===== src/rtl/spike_mac_pkg.sv =====
// Shared constants and elaboration-time helpers for the sequential spike-weighted accumulator.
package spike_mac_pkg;

  localparam logic [1:0] ST_IDLE = 2'd0;
  localparam logic [1:0] ST_RUN  = 2'd1;
  localparam logic [1:0] ST_DONE = 2'd2;

  function automatic int clog2(input int value);
    int r;
    int v;
    r = 0;
    v = value - 1;
    while (v > 0) begin
      r++;
      v = v >> 1;
    end
    return r;
  endfunction

  // Wide enough to hold LANES full-scale weights without wrapping.
  function automatic int psum_width(input int w_w, input int lanes);
    return w_w + clog2(lanes + 1);
  endfunction

endpackage


===== src/rtl/spike_mac_seq_if.sv =====
// Frame request / result bundle between the spike-input stage and the accumulator.
interface spike_mac_seq_if #(
  parameter int N_IN  = 25,
  parameter int W_W   = 16,
  parameter int ACC_W = 21
);
  logic                  start;
  logic                  clear_acc;
  logic [N_IN-1:0]       p;
  logic [N_IN*W_W-1:0]   w;
  logic [ACC_W-1:0]      threshold;
  logic                  busy;
  logic                  done;
  logic [ACC_W-1:0]      sum;
  logic                  spike;
  logic                  overflow;

  modport master (
    output start, clear_acc, p, w, threshold,
    input  busy, done, sum, spike, overflow
  );

  modport slave (
    input  start, clear_acc, p, w, threshold,
    output busy, done, sum, spike, overflow
  );
endinterface


===== src/rtl/spike_lane_adder.sv =====
// Combinational masked adder: sums the weights of the active, valid lanes of one step.
module spike_lane_adder
  import spike_mac_pkg::*;
#(
  parameter int LANES = 5,
  parameter int W_W   = 16,
  parameter int PS_W  = psum_width(W_W, LANES)
) (
  input  logic [LANES-1:0]     spk_i,
  input  logic [LANES*W_W-1:0] wts_i,
  input  logic [LANES-1:0]     valid_i,
  output logic [PS_W-1:0]      psum_o
);

  always_comb begin
    // NOTE: the default assignment before the loop keeps this block free of latches.
    psum_o = '0;
    for (int k = 0; k < LANES; k++) begin
      if (spk_i[k] && valid_i[k]) psum_o = psum_o + PS_W'(wts_i[k*W_W +: W_W]);
    end
  end

endmodule


===== src/rtl/spike_mac_seq.sv =====
// Time-multiplexed spike-weighted accumulator: LANES inputs per cycle, saturating sum,
// threshold spike, and an optional integrate mode that keeps the potential across frames.
module spike_mac_seq
  import spike_mac_pkg::*;
#(
  parameter int N_IN       = 25,
  parameter int W_W        = 16,
  parameter int LANES      = 5,
  parameter int ACC_W      = 21,
  parameter int ACCUM_MODE = 0
) (
  input  logic             clk,
  input  logic             rst,
  spike_mac_seq_if.slave   bus
);

  localparam int NUM_STEPS = (N_IN + LANES - 1) / LANES;
  localparam int PAD_N     = NUM_STEPS * LANES;
  localparam int PS_W      = psum_width(W_W, LANES);
  localparam int STEP_W    = clog2(NUM_STEPS + 1);
  localparam int EXT_W     = ((ACC_W > PS_W) ? ACC_W : PS_W) + 1;
  localparam logic [ACC_W-1:0] ACC_MAX = '1;

  logic [1:0]          state_q, state_d;
  logic [STEP_W-1:0]   step_q, step_d;
  logic [N_IN-1:0]     p_q, p_d;
  logic [N_IN*W_W-1:0] w_q, w_d;
  logic [ACC_W-1:0]    thr_q, thr_d;
  logic [ACC_W-1:0]    acc_q, acc_d;
  logic [ACC_W-1:0]    sum_q, sum_d;
  logic                busy_q, busy_d;
  logic                done_q, done_d;
  logic                spike_q, spike_d;
  logic                ovf_q, ovf_d;

  logic [PAD_N-1:0]     p_pad;
  logic [PAD_N*W_W-1:0] w_pad;
  logic [LANES-1:0]     lane_p;
  logic [LANES*W_W-1:0] lane_w;
  logic [LANES-1:0]     lane_v;
  logic [PS_W-1:0]      psum;
  logic [EXT_W-1:0]     acc_ext;
  logic                 sat;
  logic [ACC_W-1:0]     acc_next;

  // Padding to whole steps lets every step use the same constant-width slice.
  assign p_pad = PAD_N'(p_q);
  assign w_pad = (PAD_N*W_W)'(w_q);

  always_comb begin
    lane_p = '0;
    lane_w = '0;
    lane_v = '0;
    for (int s = 0; s < NUM_STEPS; s++) begin
      if (step_q == STEP_W'(s)) begin
        lane_p = p_pad[s*LANES +: LANES];
        lane_w = w_pad[s*LANES*W_W +: LANES*W_W];
        for (int k = 0; k < LANES; k++) lane_v[k] = (s*LANES + k) < N_IN;
      end
    end
  end

  spike_lane_adder #(.LANES(LANES), .W_W(W_W), .PS_W(PS_W)) u_lane_adder (
    .spk_i   (lane_p),
    .wts_i   (lane_w),
    .valid_i (lane_v),
    .psum_o  (psum)
  );

  assign acc_ext  = EXT_W'(acc_q) + EXT_W'(psum);
  assign sat      = |acc_ext[EXT_W-1:ACC_W];
  assign acc_next = sat ? ACC_MAX : acc_ext[ACC_W-1:0];

  always_comb begin
    state_d = state_q;
    step_d  = step_q;
    p_d     = p_q;
    w_d     = w_q;
    thr_d   = thr_q;
    acc_d   = acc_q;
    sum_d   = sum_q;
    busy_d  = busy_q;
    done_d  = done_q;
    spike_d = spike_q;
    ovf_d   = ovf_q;
    case (state_q)
      ST_IDLE: begin
        done_d  = 1'b0;
        spike_d = 1'b0;
        // Clear is evaluated first so a simultaneous start begins from zero.
        if (bus.clear_acc) begin
          acc_d = '0;
          ovf_d = 1'b0;
        end
        if (bus.start) begin
          p_d     = bus.p;
          w_d     = bus.w;
          thr_d   = bus.threshold;
          step_d  = '0;
          busy_d  = 1'b1;
          state_d = ST_RUN;
          if (ACCUM_MODE == 0) acc_d = '0;
        end
      end
      ST_RUN: begin
        acc_d  = acc_next;
        ovf_d  = ovf_q | sat;
        step_d = step_q + STEP_W'(1);
        if (step_q == STEP_W'(NUM_STEPS - 1)) begin
          state_d = ST_DONE;
          busy_d  = 1'b0;
          done_d  = 1'b1;
          sum_d   = acc_next;
          spike_d = (acc_next >= thr_q);
        end
      end
      ST_DONE: begin
        done_d  = 1'b0;
        spike_d = 1'b0;
        state_d = ST_IDLE;
        if (ACCUM_MODE != 0 && spike_q) acc_d = '0;
      end
      default: state_d = ST_IDLE;
    endcase
  end

  always_ff @(posedge clk) begin
    if (rst) begin
      state_q <= ST_IDLE;
      step_q  <= '0;
      acc_q   <= '0;
      sum_q   <= '0;
      busy_q  <= 1'b0;
      done_q  <= 1'b0;
      spike_q <= 1'b0;
      ovf_q   <= 1'b0;
    end else begin
      state_q <= state_d;
      step_q  <= step_d;
      acc_q   <= acc_d;
      sum_q   <= sum_d;
      busy_q  <= busy_d;
      done_q  <= done_d;
      spike_q <= spike_d;
      ovf_q   <= ovf_d;
    end
  end

  // NOTE: capture registers carry no reset; they are only read after a start reloads them.
  always_ff @(posedge clk) begin
    p_q   <= p_d;
    w_q   <= w_d;
    thr_q <= thr_d;
  end

  assign bus.busy     = busy_q;
  assign bus.done     = done_q;
  assign bus.sum      = sum_q;
  assign bus.spike    = spike_q;
  assign bus.overflow = ovf_q;

endmodule


===== src/flat_wrapper.sv =====
// flat-port wrapper written by rule: the top's interface ports become plain ports
module spike_mac_seq_flat import spike_mac_pkg::*;
#(
  parameter int N_IN       = 25,
  parameter int W_W        = 16,
  parameter int LANES      = 5,
  parameter int ACC_W      = 21,
  parameter int ACCUM_MODE = 0
)
  (clk, rst, bus_start, bus_clear_acc, bus_p, bus_w, bus_threshold, bus_busy, bus_done, bus_sum, bus_spike, bus_overflow);
  spike_mac_seq_if #(.N_IN(N_IN), .W_W(W_W), .ACC_W(ACC_W)) bus_i ();
  input  logic clk;
  input  logic rst;
  input wire logic [$bits(bus_i.start)-1:0] bus_start;
  input wire logic [$bits(bus_i.clear_acc)-1:0] bus_clear_acc;
  input wire logic [$bits(bus_i.p)-1:0] bus_p;
  input wire logic [$bits(bus_i.w)-1:0] bus_w;
  input wire logic [$bits(bus_i.threshold)-1:0] bus_threshold;
  output wire logic [$bits(bus_i.busy)-1:0] bus_busy;
  output wire logic [$bits(bus_i.done)-1:0] bus_done;
  output wire logic [$bits(bus_i.sum)-1:0] bus_sum;
  output wire logic [$bits(bus_i.spike)-1:0] bus_spike;
  output wire logic [$bits(bus_i.overflow)-1:0] bus_overflow;
  assign bus_i.start = bus_start;
  assign bus_i.clear_acc = bus_clear_acc;
  assign bus_i.p = bus_p;
  assign bus_i.w = bus_w;
  assign bus_i.threshold = bus_threshold;
  assign bus_busy = bus_i.busy;
  assign bus_done = bus_i.done;
  assign bus_sum = bus_i.sum;
  assign bus_spike = bus_i.spike;
  assign bus_overflow = bus_i.overflow;
  spike_mac_seq #(.N_IN(N_IN), .W_W(W_W), .LANES(LANES), .ACC_W(ACC_W), .ACCUM_MODE(ACCUM_MODE)) u_core (.clk(clk), .rst(rst), .bus(bus_i));
endmodule

===== config.mk =====
export PLATFORM = sky130hd
export DESIGN_NAME = spike_mac_seq_flat
export DESIGN_NICKNAME = d
export VERILOG_FILES = /design/src/rtl/spike_mac_pkg.sv /design/src/rtl/spike_mac_seq_if.sv /design/src/rtl/spike_lane_adder.sv /design/src/rtl/spike_mac_seq.sv /design/src/flat_wrapper.sv
export SDC_FILE = /design/constraint.sdc
export NUM_CORES = 1
export LEC_CHECK = 0
export CORE_AREA = 2 2 222 224
export CTS_CLUSTER_SIZE = 10
export DETAILED_ROUTE_END_ITERATION = 12
export DIE_AREA = 0 0 224 226
export PLACE_DENSITY = 0.77
export RECOVER_POWER = 25
export SLEW_MARGIN = 15
export SYNTH_ARGS = -nofsm -noshare
export SYNTH_HDL_FRONTEND = slang
export SYNTH_SLANG_ARGS = --single-unit

===== constraint.sdc =====
create_clock -name clk -period 13.8 [get_ports clk]
set_input_delay 2.07 -clock clk [delete_from_list [all_inputs] [get_ports clk]]
set_output_delay 2.07 -clock clk [all_outputs]
set_load 0.03 [all_outputs]

==> impl_metrics.csv, run 1 <==
group,metric,value,unit
status,status,"finished, final reports clean",
synthesis,synth_nets,2555,
critical_path,crit_type,"flop to flop",
synthesis,synth.distinct_cells,81,
timing,slew_viol_final,0,
placed_design,dpl.hpwl,52100,um
grt,grt_pass1_vias,18000,
synthesis,synth_area,23800,sq um
min_path,holdPathStages,2,
timing,hold_violations,0,
synthesis,netlist_instances,1986,
routing,ant_nets,0,
critical_path,critPathArrivalTime,13120,ps
timing,setup_viol,0,
placed_design,placed_area,29200,sq um
routing,vias_per_cell,5.84,
routing,drtIter0Drc,1681,
clock_network,cts_buffers,57,
synthesis,synth_top_area_share,0.562,
synthesis,avgSynthCellArea,12.0,sq um
clock_network,cts_buffer_depth,3,
timing,relSlewSlack,0.240,
routing,dr.pass1.iters,6,
layout,drive_gt1_frac,0.0687,
routing,wl,71300,um
critical_path,cp.depth,55,
power,power_leakage,0.0114,uW
min_path,hold_class,"flop to flop",
die,die_w,224,um
timing,fin_crit_sh,0.917,
routing,post_drt_wl_per_cell,22.9,um
synthesis,synth_edf_count,446,
grt,met3_usage,0.0565,
critical_path,cp_max_fo,31,
routing,drc,0,
power,power_density,171,nW/um^2
synthesis,async_flop_share,0,
layout,postLayoutCoreUtil,0.638,
flow_run,drv_cap,0,
clock_network,tritoncts,"yes",
clock_network,clk-insertion-delay-late,610,ps
synthesis,ys_seq_area_frac,0.605,
die,die_area,50600,sq um
critical_path,path_buf_inv,5,
grt,grt_first_pass_wirelength,106000,um
layout,multi_input_area,8830,sq um
die,die_y,226,um
grt,grt-busiest-layer,"met2",
critical_path,critPathLaunchType,"flop",
synthesis,synth_warnings,0,
critical_path,timing.critical_path.mode_cell,"ha_1",
clock_network,htreeDepth,2,
grt,grt_util_all_layers,0.277,
placed_design,place_congestion,0.907,
synthesis,synth.area.top_cells,"edfxtp_1 (56%), ha_1 (6.0%), dfxtp_1 (4.3%)",
critical_path,critPathCaptureType,"flop",
synthesis,yosysTopAreaCell,"edfxtp_1",
critical_path,crit_family,"compound AO/OA/AOI/OAI gates",
critical_path,r2r_cells,55,
power,peakVddDrop,112,uV
die,rows,81,
grt,use_met1,0.375,
clock_network,cts_root_buf,"clkbuf_16",
layout,nFillCells,3597,
die,io-pin-count,475,
clock_network,cts.repair.resized,0,
timing,grt_setup_unrepaired,"false",
clock_network,clkTransAtPathRegs,60,ps
timing,min_period,12650,ps
synthesis,ys.flop_type,"edfxtp_1",
routing,vias,18200,
grt,antenna_found_initial,17,
critical_path,crit_slowest_cell,"nor2b_4",
timing,whs,473,ps
timing,fin_skew,19.1,ps
grt,grt_max_degree,155,
grt,grt.overflow.total,0,
layout,areaGrowthSynthToFinish,29.5,%
power,totalPowerFinal,5260,uW
clock_network,cts.sinks,497,
grt,grt_use_met2,0.454,
synthesis,synth_seq_cells,497,
timing,max_clock_freq,79.0,MHz
layout,seqCellArea,14400,sq um
critical_path,cp_data_required_time,14270,ps
critical_path,max_stage_delay,580,ps
die,coreArea,48300,sq um
timing,tightest_slew,1140,ps
timing,tns,0,ps
die,start_util,0.493,
layout,final_nets,3017,
layout,fin_area,30900,sq um
placed_design,port_buffers,474,
metal layers:
metal,wire length [um],part of all wire
met1,30300,0.42
met2,33700,0.47
met3,5530,0.078
met4,1670,0.023
met5,91,0.0013
flip-flops by register name (all words and copies together) (netlist names):
register and flops:
u_core.bus.busy 1, u_core.w_pad 400, u_core.bus.overflow 1, u_core.acc_q 21, u_core.step_q 3, u_core.bus.spike 1
u_core.p_pad 25, u_core.bus.done 1, u_core.state_q 2, u_core.bus.sum 21, u_core.thr_q 21
stage by stage:
stage / setup WS (ps) / instances
floorplan: 2180 / 1986
global placement: 1460 / 3009
detailed placement: 1190 / 3009
CTS: 1110 / 3095
global route: 114 / 3105
finish: 1150 / 3112
worst min-delay path, stage by stage, from the launching register on:
cell and delay [ps]:
dfxtp_1 310, nand2_1 50, a21oi_1 60
timing repair:
action	in CTS	in global routing
hold buffers	0	0
setup buffers	0	2
endpoints found under the setup margin	0	1
area by class of cell:
type | instances | share of cell area
flip-flops and latches | 497 | 0.467
clock buffers | 82 | 0.0503
repair buffers | 503 | 0.162
well taps | 622 | 0.0252
clock inverters | 4 | 0.00118
multi-input cells | 1330 | 0.286
inverters | 59 | 0.00742
diodes | 15 | 0.00122
synthesized netlist by cell type, types with 35 or more instances:
library cell / n
edfxtp_1: 446
nor2_1: 173
nand2_1: 172
a21oi_1: 152
o21ai_0: 124
ha_1: 114
nor3_1: 87
a221oi_1: 75
clkbuf_1: 70
inv_1: 58
dfxtp_1: 51
xnor2_1: 40
a21o_1: 37
mux2_2: 35
placed cells by master, fill, tap and decap left out, types with 5 or more instances in the layout:
| cell | netlist | final |
|---|---|---|
| edfxtp_1 | 446 | 446 |
| dlygate4sd3_1 | 0 | 242 |
| clkdlybuf4s50_1 | 0 | 232 |
| nand2_1 | 172 | 172 |
| nor2_1 | 173 | 172 |
| a21oi_1 | 152 | 152 |
| o21ai_0 | 124 | 124 |
| ha_1 | 114 | 113 |
| nor3_1 | 87 | 87 |
| a221oi_1 | 75 | 75 |
| clkbuf_16 | 0 | 58 |
| inv_1 | 58 | 57 |
| dfxtp_1 | 51 | 51 |
| xnor2_1 | 40 | 40 |
| a21o_1 | 37 | 37 |
| mux2_2 | 35 | 35 |
| xor2_1 | 27 | 27 |
| buf_4 | 0 | 27 |
| nand2b_1 | 27 | 26 |
| a211oi_1 | 24 | 24 |
| clkbuf_1 | 70 | 23 |
| o21a_1 | 17 | 17 |
| nor2b_1 | 19 | 17 |
| diode_2 | 0 | 15 |
| a31oi_1 | 14 | 14 |
| nand3_1 | 13 | 13 |
| o211ai_1 | 13 | 13 |
| a22o_1 | 12 | 12 |
| o31ai_1 | 11 | 11 |
| o21bai_1 | 10 | 10 |
| nand3b_1 | 9 | 9 |
| o21ai_1 | 9 | 8 |
| nand4_1 | 8 | 8 |
| and3_1 | 7 | 7 |
| or2_2 | 6 | 6 |
| a22oi_1 | 6 | 6 |
| a222oi_1 | 6 | 6 |
| mux2_4 | 5 | 5 |
| fa_1 | 5 | 5 |
report_power, final:
group	switching (uW)	internal, uW
clock	567	766
combinational	1220	907
sequential	43.3	1760
worst paths after layout:
check                      from                  to  slack [ps]
min reg2reg  u_core.bus.sum[19]  u_core.bus.sum[19]         470
max reg2reg    u_core.step_q[1]    u_core.bus.spike        1150
max            u_core.step_q[1]    u_core.bus.spike        1150
min          u_core.bus.sum[19]  u_core.bus.sum[19]         470
logic make-up after synthesis:
group	after synthesis	synth area share
multiplexers	43	0.0210
flip-flops	497	0.605
buffers and inverters	159	0.0265
AND/OR/NAND/NOR	543	0.103
AO/OA/AOI/OAI	557	0.155
adder cells (fa/ha/maj)	119	0.0641
XOR/XNOR	68	0.0253
(Power assumes the default switching activity.)
==> run 2: changes to the inputs <==
ABC_AREA = 1   (was not set)
CORE_AREA = 2 2 226 228   (was 2 2 222 224)
DIE_AREA = 0 0 228 230   (was 0 0 224 226)
==> run 2 against run 1 <==
  * Critical endpoint unchanged
  * Sequential cell count unchanged
  * Non-clock buffer count fell by 6
  * Maximum frequency rose by 0.24%
  * Highest routed layer is now met4
  * Total power decreased by 1.1%
  * Hold slack got worse by 13 ps
  * First-iteration DRC count rose by 1.8%
  * Cell count grew 17%
==> impl_metrics.csv, run 2 <==
group,metric,value,unit
status,status,"finished, final reports clean",
layout,nFillCells,4002,
critical_path,crit_family,"compound AO/OA/AOI/OAI gates",
die,die_w,228,um
synthesis,synth_nets,3041,
flow_run,drv_cap,0,
routing,ant_nets,0,
synthesis,synth_top_area_share,0.540,
clock_network,clkTransAtPathRegs,60,ps
timing,tns,0,ps
grt,grt_util_all_layers,0.291,
critical_path,path_buf_inv,8,
timing,fin_skew,17.7,ps
placed_design,place_congestion,1.01,
routing,post_drt_wl_per_cell,21.2,um
layout,areaGrowthSynthToFinish,28.2,%
critical_path,crit_slowest_cell,"inv_2",
synthesis,synth_area,24800,sq um
timing,hold_violations,0,
synthesis,ys.flop_type,"edfxtp_1",
clock_network,cts_root_buf,"clkbuf_16",
critical_path,critPathCaptureType,"flop",
clock_network,clk-insertion-delay-late,620,ps
routing,dr.pass1.iters,7,
timing,tightest_slew,1170,ps
die,die_area,52400,sq um
synthesis,synth.distinct_cells,46,
grt,grt_pass1_vias,20500,
synthesis,synth_common_cells,"nand2_1 (575), edfxtp_1 (446), inv_1 (189)",
synthesis,synth_edf_count,446,
critical_path,timing.critical_path.mode_cell,"nand2_1",
layout,largest_reg_flops,400,
power,peakVddDrop,128,uV
min_path,hold_class,"flop to flop",
routing,vias,20400,
synthesis,ys_seq_area_frac,0.582,
timing,relSlewSlack,0.218,
die,start_util,0.497,
die,die_y,230,um
timing,max_clock_freq,79.2,MHz
synthesis,yosysTopAreaCell,"edfxtp_1",
clock_network,htreeDepth,2,
die,rows,82,
clock_network,cts_hold_buf,0,
die,io-pin-count,475,
routing,wl,77200,um
synthesis,synth.area.top_cells,"edfxtp_1 (54%), nand2_1 (8.7%), ha_1 (5.8%)",
power,power_leakage,0.0126,uW
layout,final_cell_mix,"nand2_1 (575), edfxtp_1 (446), dlygate4sd3_1 (242), clkdlybuf4s50_1 (232), inv_1 (187)",
timing,min_period,12620,ps
power,power_density,164,nW/um^2
clock_network,cts.sinks,497,
critical_path,cp_data_required_time,14280,ps
critical_path,max_stage_delay,520,ps
synthesis,yosysMostFrequentCell,"nand2_1",
grt,antenna_found_initial,9,
critical_path,critPathLaunchType,"flop",
clock_network,tritoncts,"yes",
grt,grt.overflow.total,0,
layout,final_nets,3499,
synthesis,async_flop_share,0,
timing,fin_ws,1180,ps
clock_network,cts.repair.resized,0,
die,coreArea,49900,sq um
grt,grt_max_degree,96,
placed_design,port_buffers,474,
routing,drtIter0Drc,1711,
synthesis,avgSynthCellArea,10.0,sq um
timing,grt_setup_unrepaired,"false",
synthesis,synth_seq_cells,497,
critical_path,crit_type,"flop to flop",
timing,slew_viol_final,0,
layout,final_common_cell,"nand2_1",
clock_network,cts_buffer_depth,3,
timing,fin_crit_sh,0.915,
timing,setup_viol,0,
routing,vias_per_cell,5.61,
synthesis,synth_warnings,0,
clock_network,cts_buffers,57,
grt,grt_first_pass_wirelength,118000,um
layout,fin_cells,3635,
layout,drive_gt1_frac,0.0487,
critical_path,critPathArrivalTime,13100,ps
placed_design,place_inst,3543,
critical_path,cp_max_fo,38,
routing,drc,0,
clock_network,post-cts-setup-buffers,0,
synthesis,netlist_instances,2472,
placed_design,dpl.hpwl,58200,um
placed_design,pre_cts_ws,1030,ps
==> run 2: cell types whose count changed in the layout (fill, tap and decap cells not counted), sizes merged, moves of 41 or more <==
cell    change
nand2     +410
o211ai     +53
inv       +140
nand3     +168
o21ai      +41
nor3       -73
==> run 2: layer usage <==
metal | track usage | vias to the layer above | routed length [um]
met5 | 0 | - | 0
met4 | 0.0823 | 0 | 2000
met3 | 0.0461 | 133 | 4980
met2 | 0.496 | 827 | 37500
met1 | 0.387 | 9775 | 32700
li1 | - | 9649 | -
==> run 2: path summary, 6_finish.rpt <==
check,startpoint,endpoint,slack (ps),cells after the start
min,u_core.bus.done,u_core.bus.done,460,2
min reg2reg,u_core.bus.done,u_core.bus.done,460,2
max reg2reg,u_core.step_q[2],u_core.bus.spike,1180,60
max,u_core.step_q[2],u_core.bus.spike,1180,60
==> run 2: worst register-to-register path, delay by kind of cell (launching register included) <==
family,cells,cell delay (ps)
AO/OA/AOI/OAI,17,3880
adder cells (fa/ha/maj),8,2870
flip-flops,1,510
buffers and inverters,8,1720
AND/OR/NAND/NOR,25,3150
XOR/XNOR,2,360
==> run 2: layout make-up <==
type | instances | area, sq um | area share
Timing Repair Buffer | 497 | 4920 | 0.155
Antenna cell | 9 | 22.5 | 0.000709
Clock inverter | 5 | 52.6 | 0.00165
Inverter | 197 | 747 | 0.0235
Sequential cell | 497 | 14400 | 0.454
Multi-Input combinational cell | 1680 | 9240 | 0.291
Clock buffer | 78 | 1530 | 0.0480
Tap cell | 672 | 841 | 0.0265
==> run 2: metrics by stage <==
stage | util | cell area [sq um] | hold slack, ps | total power (uW)
after CTS | 0.636 | 31700 | 459 | 5210
final | 0.637 | 31800 | 460 | 5200
after detailed placement | 0.605 | 30200 | 451 | 3880
after floorplan | - | 24800 | 450 | 3260
after global routing | 0.637 | 31700 | 474 | 5540
after global placement | 0.605 | 30200 | 446 | 3860
==> run 2: cell families after synthesis <==
logic type,Yosys count,share of synthesized area
buffers and inverters,295,0.0469
adders and majority gates,119,0.0616
and+or+nand+nor,1037,0.180
xor gates and xnor gates,34,0.0120
DFF,497,0.582
AOI/OAI and AO/OA,490,0.118
==> run 2: report_power, final <==
| group | switching, uW | internal, uW | leakage, uW |
|---|---|---|---|
| clock | 574 | 759 | 0.000767 |
| combinational | 1320 | 756 | 0.00712 |
| sequential | 34.4 | 1760 | 0.00468 |
==> run 3: changes to the inputs <==
CORE_AREA = 2 2 220 222   (was 2 2 226 228)
DIE_AREA = 0 0 222 224   (was 0 0 228 230)
PLACE_DENSITY = 0.8   (was 0.77)
SKIP_CTS_REPAIR_TIMING = 1   (was not set)
==> run 3 against run 2 <==
  * Clock skew up 1.6 ps
  * Clock power about the same
  * Setup slack worse by 34 ps
  * Critical endpoint unchanged
==> impl_metrics.csv, run 3 (same netlist as run 2, synthesis figures left out) <==
group,metric,value,unit
clock_network,htreeDepth,2,
die,die_w,222,um
placed_design,place_congestion,0.981,
critical_path,cp_data_required_time,14260,ps
timing,grt_setup_unrepaired,"false",
layout,fin_cells,3578,
layout,final_common_cell,"nand2_1",
placed_design,port_buffers,474,
grt,grt_max_degree,202,
grt,grt-busiest-layer,"met2",
timing,tightest_slew,1280,ps
die,rows,80,
routing,drc,0,
timing,fin_ws,1150,ps
routing,dr.pass1.iters,8,
power,peakVddDrop,114,uV
layout,nFillCells,3627,
die,io-pin-count,475,
grt,grt_use_met2,0.521,
clock_network,clk-insertion-delay-late,610,ps
critical_path,timing.critical_path.mode_cell,"nand2_1",
timing,tns,0,ps
timing,max_clock_freq,79.0,MHz
layout,largest_reg_flops,400,
min_path,min-delay-start,"u_core.acc_q[5]",
grt,grt.overflow.total,0,
timing,relSlewSlack,0.148,
layout,areaGrowthSynthToFinish,27.9,%
grt,antenna_found_initial,5,
routing,vias,20400,
layout,drive_gt1_frac,0.0481,
routing,vias_per_cell,5.70,
die,die_area,49700,sq um
power,power_leakage,0.0126,uW
timing,fin_skew,19.3,ps
clock_network,tritoncts,"yes",
critical_path,critPathLaunchType,"flop",
critical_path,max_stage_delay,500,ps
critical_path,critPathArrivalTime,13120,ps
layout,fin_area,31700,sq um
layout,final_nets,3499,
grt,grt_pass1_vias,20200,
die,coreArea,47300,sq um
min_path,hold_class,"flop to flop",
timing,hold_violations,0,
critical_path,crit_path_start,"u_core.step_q[2]",
critical_path,reg2reg_from,"u_core.step_q[2]",
grt,grt_util_all_layers,0.306,
status,status,"finished, final reports clean",
timing,slew_viol_final,0,
die,start_util,0.523,
critical_path,crit_slowest_cell,"dfxtp_1",
timing,fin_crit_sh,0.917,
critical_path,cp_max_fo,34,
grt,grt_first_pass_wirelength,116000,um
routing,post_drt_wl_per_cell,21.6,um
routing,wl,77400,um
critical_path,path_buf_inv,8,
clock_network,cts_buffer_depth,3,
timing,min_period,12650,ps
clock_network,cts_buffers,57,
grt,use_met1,0.407,
clock_network,cts_root_buf,"clkbuf_16",
placed_design,dpl.hpwl,57800,um
flow_run,drv_cap,0,
critical_path,crit_type,"flop to flop",
clock_network,clkTransAtPathRegs,60,ps
die,die_y,224,um
critical_path,critPathCaptureType,"flop",
placed_design,placed_area,30100,sq um
grt,met3_usage,0.0414,
critical_path,crit_family,"compound AO/OA/AOI/OAI gates",
power,power_density,164,nW/um^2
routing,drtIter0Drc,1956,
routing,ant_nets,0,
layout,final_cell_mix,"nand2_1 (575), edfxtp_1 (446), dlygate4sd3_1 (242), clkdlybuf4s50_1 (232), inv_1 (186)",
timing,setup_viol,0,
clock_network,cts.sinks,497,
placed_design,pre_cts_ws,707,ps
placed_design,place_inst,3486,
run 3: cell count changes in the layout (fill, tap and decap cells not counted), sizes merged:
cell,change
inv,-3
clkbuf,+1
bufinv,+1
clkinvlp,+1
run 3: stage by stage:
step	utilization	total power (uW)	hold WS, ps
after floorplan	-	3260	450
after global placement	0.636	3860	447
after detailed placement	0.636	3870	459
after CTS	0.669	5210	472
after global routing	0.669	5530	487
final	0.670	5210	471
run 3: routing by layer:
layer,part of all wire,wire [um],vias to the layer above
met5,0,0,-
met1,0.41,32000,9661
met2,0.49,37900,969
li1,-,-,9648
met3,0.068,5270,128
met4,0.028,2180,0
run 3: cell type report:
class / instances / area [sq um] / area share
clock buffers: 79 / 1510 / 0.0476
well taps: 615 / 769 / 0.0243
clock inverters: 4 / 63.8 / 0.00201
inverters: 197 / 753 / 0.0238
multi-input cells: 1680 / 9240 / 0.291
diodes: 9 / 22.5 / 0.000710
flip-flops and latches: 497 / 14400 / 0.455
repair buffers: 497 / 4930 / 0.156
run 3: worst min-delay path: stages (launching register included):
cell,delay [ps]
dfxtp_1,310
nand2_1,60
a21oi_1,60
run 3: path summary, 6_finish.rpt:
kind	end	slack, ps	cells past startpoint
setup reg to reg	u_core.bus.spike	1150	60
hold / removal	u_core.acc_q[5]	470	2
hold reg to reg	u_core.acc_q[5]	470	2
setup / recovery	u_core.bus.spike	1150	60
run 3: where the power goes:
group / internal, uW / switching (uW) / leakage (uW)
registers: 1760 / 36.4 / 0.00468
clock network: 767 / 567 / 0.000761
logic: 757 / 1320 / 0.00712
total: 3290 / 1920 / 0.0126
